--- src/rtl/seq_multiplier.sv ---
// Shift-and-add unsigned multiplier: WIDTH RUN cycles per operation, then a one-cycle Done pulse.
// Start is ignored while busy; a Start in the DONE cycle chains the next operation with no idle cycle.
module seq_multiplier #(
   parameter int WIDTH = 4
) (
   input  logic                 clk,
   input  logic                 rst,
   input  logic                 Start,
   input  logic [WIDTH-1:0]     A,
   input  logic [WIDTH-1:0]     B,
   output logic [2*WIDTH-1:0]   Product,
   output logic                 Busy,
   output logic                 Done
);

   localparam int CW = (WIDTH > 1) ? $clog2(WIDTH) : 1;

   typedef enum logic [1:0] {
      IDLE = 2'd0,
      RUN  = 2'd1,
      DONE = 2'd2
   } state_t;

   state_t state, state_nxt;

   logic [WIDTH-1:0] m, q, acc;
   logic             c;
   logic [CW-1:0]    cnt;

   logic             load, last;
   logic [WIDTH:0]   sum;
   logic [WIDTH-1:0] acc_sh, q_sh;

   always_ff @(posedge clk or posedge rst) begin
      if (rst) state <= IDLE;
      else     state <= state_nxt;
   end

   always_comb begin
      state_nxt = state;
      unique case (state)
         IDLE:    if (Start) state_nxt = RUN;
         RUN:     if (cnt == CW'(WIDTH - 1)) state_nxt = DONE;
         DONE:    state_nxt = Start ? RUN : IDLE;
         default: state_nxt = IDLE;
      endcase
   end

   always_comb begin
      Busy = (state == RUN);
      Done = (state == DONE);
      load = (state != RUN) && Start;
      last = (state == RUN) && (cnt == CW'(WIDTH - 1));
   end

   // Carry lands in the top of the shifted word, so the full sum survives each step.
   always_comb begin
      sum    = {c, acc} + {1'b0, (q[0] ? m : {WIDTH{1'b0}})};
      acc_sh = sum[WIDTH:1];
      q_sh   = {sum[0], q[WIDTH-1:1]};
   end

   always_ff @(posedge clk or posedge rst) begin
      if (rst) begin
         m       <= '0;
         q       <= '0;
         acc     <= '0;
         c       <= 1'b0;
         cnt     <= '0;
         Product <= '0;
      end else if (load) begin
         m   <= A;
         q   <= B;
         acc <= '0;
         c   <= 1'b0;
         cnt <= '0;
      end else if (state == RUN) begin
         acc <= acc_sh;
         q   <= q_sh;
         c   <= 1'b0;
         cnt <= cnt + CW'(1);
         if (last) Product <= {acc_sh, q_sh};
      end
   end

endmodule
--- config.mk ---
export PLATFORM = sky130hd
export DESIGN_NAME = seq_multiplier
export DESIGN_NICKNAME = d
export VERILOG_FILES = /design/src/rtl/seq_multiplier.sv
export SDC_FILE = /design/constraint.sdc
export NUM_CORES = 1
export LEC_CHECK = 0
export CELL_PAD_IN_SITES_DETAIL_PLACEMENT = 1
export CELL_PAD_IN_SITES_GLOBAL_PLACEMENT = 1
export CORE_MARGIN = 1
export CORE_UTILIZATION = 44
export DETAILED_ROUTE_END_ITERATION = 10
export PLACE_DENSITY_LB_ADDON = 0.1
export SLEW_MARGIN = 0
export SYNTH_ARGS = -nofsm -noshare
export SYNTH_HDL_FRONTEND = slang
export SYNTH_SLANG_ARGS = --single-unit
--- constraint.sdc ---
create_clock -name clk -period 2.9 [get_ports clk]
set_input_delay 0.87 -clock clk [delete_from_list [all_inputs] [get_ports clk]]
set_output_delay 0.87 -clock clk [all_outputs]
set_load 0.02 [all_outputs]
==> qor.csv <==
metric;value;unit
synthesized area per cell;12.5;sq um
required time of the critical path;2030;ps
net count after synthesis;112;
worst vdd ir;610;uV
Hold Path Stages;2;
vias;746;
clock tree from TritonCTS;yes;
fraction of power consumed by combinational cells;0.489;
total power;1.40;mW
wire length per cell;14.9;microns
starting density of the core;0.471;
switching power summed over all nets;0.524;mW
depth of the worst register-to-register path;6;
Clock Tree Buf Depth;2;
worst r2r src;q[0]$_DFFE_PP0P_;
switching share of power;0.374;
number of antenna violations at the first check in global routing;0;
DR vias/cell;5.11;
routability-driven placement congestion ratio;0.783;
worst-path maximum fanout;13;
Slew HR;0.662;
clock-pin slew reported for the worst setup and hold paths after clock tree synthesis;140;ps
CTS root buf;sky130_fd_sc_hd__clkbuf_4;
final non-filler cell total;146;
hold buffer count at CTS;0;
sequential group share of total power;0.405;
count of endpoints failing setup in the final report;0;
Netlist Area Pre-Place;1190;sq um
Fin. Hold Viols;0;
library cells used by synthesis;27;
number of rows in the core area;18;
area growth from synthesis to layout;19.9;%
GRT Overall Usage;0.174;
setup repair after global routing missed its margin;false;
global-route wire length before repair;3570;microns
Max Slew Vio Count;0;
Horiz. Die Dim;54.0;microns
number of levels the H-tree was split into;1;
antenna diode count;0;
worst slack at placement;640;ps
number of enable-type register cells in the synthesized netlist;0;
Setup Fix Bufs, Post-CTS;0;
final core area utilization;0.565;
number of cells after detailed placement;143;
vertical extent of the die;54.0;microns
post-detailed-route count of antenna-violating nets;0;
hold-critical path endpoint;Product[6]$_DFFE_PP0P_;
clock latency reported for the late side of the worst-skew pair;310;ps
data arrival time of the worst path;1730;ps
number of global-route vias before repair;751;
total negative setup slack;0;ps
register area share after synthesis;0.505;
startpoint type of the worst setup path;flop;
capturing point of the worst reg2reg path;Product[7]$_DFFE_PP0P_;
final worst-path setup slack;296;ps
final critical delay including setup and external delays;2600;ps
final cycle utilization of the critical path;0.898;
final-stage net count;135;
clock network fraction of total power;0.106;
class of the worst hold path;reg -> reg;
transition time of the tightest slew-check pin;506;ps
worst setup path category;reg -> out;
Syn Inst Count;95;
final routed wirelength across all metal layers;2170;microns
die area;2910;sq um
Pint;0.878;mW
cts bufs inserted;3;
largest clock skew in the final design;8.49;ps
placed wire-length estimate after detailed placement;1600;microns
drc violations;0;
Min-Delay Startpoint;Product[6]$_DFFE_PP0P_;
pwr/cell area;984;nW/um^2
outcome;completed;
number of warning messages in the yosys log;0;
Synth Register Bits;24;
DRC marker count from the first detailed-route iteration;10;
Async SR Flop Fraction;1.00;
clock sink count;24;
maxcap violations;0;
remaining global-route overflow;0;
area of the core region;2520;sq um
IO Count;21;
PostCTS Resize Cnt;0;
total leakage power;0.702;nW
Filler Cell Count;283;
Critical Path Sink Type;output port;
pin count of the biggest net entering global routing;25;
ratio of cells with drive above 1 in the final layout;0.164;
slack of the worst reg-to-reg path;1090;ps
count of input and output buffers;20;
commonest register cell after synthesis;sky130_fd_sc_hd__dfrtp_1;
number of optimization iterations in the first detailed-route pass;4;
Max Freq;384;MHz
## power groups by stage
| stage | Combinational [mW] | Sequential, mW | Clock, mW |
|---|---|---|---|
| floorplan | 0.475 | 0.602 | 0 |
| global placement | 0.675 | 0.568 | 0 |
| detailed placement | 0.690 | 0.580 | 0 |
| CTS | 0.695 | 0.571 | 0.157 |
| global route | 0.756 | 0.586 | 0.163 |
| finish | 0.685 | 0.568 | 0.148 |
## Yosys cell counts, types with 2 or more instances
cell | count | area (sq um)
sky130_fd_sc_hd__a21oi_1 | 2 | 10.0
sky130_fd_sc_hd__and2_1 | 4 | 25.0
sky130_fd_sc_hd__buf_6 | 3 | 33.8
sky130_fd_sc_hd__dfrtp_1 | 24 | 601
sky130_fd_sc_hd__ha_1 | 5 | 62.6
sky130_fd_sc_hd__inv_1 | 2 | 7.51
sky130_fd_sc_hd__mux2_2 | 3 | 33.8
sky130_fd_sc_hd__mux2_4 | 8 | 120
sky130_fd_sc_hd__mux2i_1 | 4 | 40.0
sky130_fd_sc_hd__nand2_1 | 11 | 41.3
sky130_fd_sc_hd__nand3b_1 | 5 | 37.5
sky130_fd_sc_hd__nor2_1 | 2 | 7.51
sky130_fd_sc_hd__o21ai_0 | 5 | 25.0
sky130_fd_sc_hd__o21ai_1 | 3 | 15.0
sky130_fd_sc_hd__o31ai_1 | 2 | 15.0
## metal layers
| metal | vias up | part of all wire | track usage |
|---|---|---|---|
| met2 | 14 | 0.45 | 0.270 |
| met1 | 360 | 0.52 | 0.246 |
| met5 | - | 0 | 0 |
| met3 | 2 | 0.026 | 0.0254 |
| met4 | 0 | 0.0069 | 0.0641 |
| li1 | 370 | - | - |
## cell type report
cell class,count,area (sq um),area share
Sequential cell,24,601,0.421
Multi-Input combinational cell,64,536,0.376
Timing Repair Buffer,22,215,0.151
Tap cell,30,37.5,0.0263
Clock buffer,3,22.5,0.0158
Inverter,3,13.8,0.00966
## worst max path at each step
| stage | from | end | slack (ps) |
|---|---|---|---|
| floorplan | state[1]$_DFFE_PP0P_ | Busy | 1180 |
| global placement | Start | m[3]$_DFFE_PP0P_ | 650 |
| detailed placement | Start | m[2]$_DFFE_PP0P_ | 640 |
| CTS | state[1]$_DFFE_PP0P_ | Busy | 280 |
| global route | state[1]$_DFFE_PP0P_ | Busy | 210 |
| finish | state[1]$_DFFE_PP0P_ | Busy | 300 |
## state kept, by name (all words and copies together) (netlist names)
register	count
Product	8
acc	4
cnt	2
m	4
q	4
state	2
## metrics by stage
stage / hold WS [ps] / area (sq um)
after floorplan: 466 / 1190
after global placement: 462 / 1400
after detailed placement: 472 / 1400
after CTS: 502 / 1430
after global routing: 514 / 1430
final: 500 / 1430
## cells by family after synthesis
family	share of synthesized area
AND/OR/NAND/NOR	0.143
flip-flops	0.505
multiplexers	0.163
AO/OA/AOI/OAI	0.0674
buffers and inverters	0.0442
adder cells (fa/ha/maj)	0.0695
XOR/XNOR	0.00737
## layout by cell type (no fill, tap or decap), types with 3 or more instances in the layout
master,Yosys,routed
sky130_fd_sc_hd__dfrtp_1,24,24
sky130_fd_sc_hd__mux2i_1,4,4
sky130_fd_sc_hd__clkbuf_4,0,3
sky130_fd_sc_hd__mux2_4,8,8
sky130_fd_sc_hd__nand2_1,11,11
sky130_fd_sc_hd__o21ai_1,3,3
sky130_fd_sc_hd__and2_1,4,4
sky130_fd_sc_hd__nand3b_1,5,5
sky130_fd_sc_hd__o21ai_0,5,5
sky130_fd_sc_hd__mux2_2,3,3
sky130_fd_sc_hd__clkdlybuf4s50_1,0,20
sky130_fd_sc_hd__ha_1,5,5
## worst max-delay path, cell delays in order, from the launching register on
cell and delay [ps]:
sky130_fd_sc_hd__dfrtp_1 440, sky130_fd_sc_hd__nand2b_1 210, sky130_fd_sc_hd__inv_4 140, sky130_fd_sc_hd__clkdlybuf4s50_1 630
(Power assumes the default switching activity.)
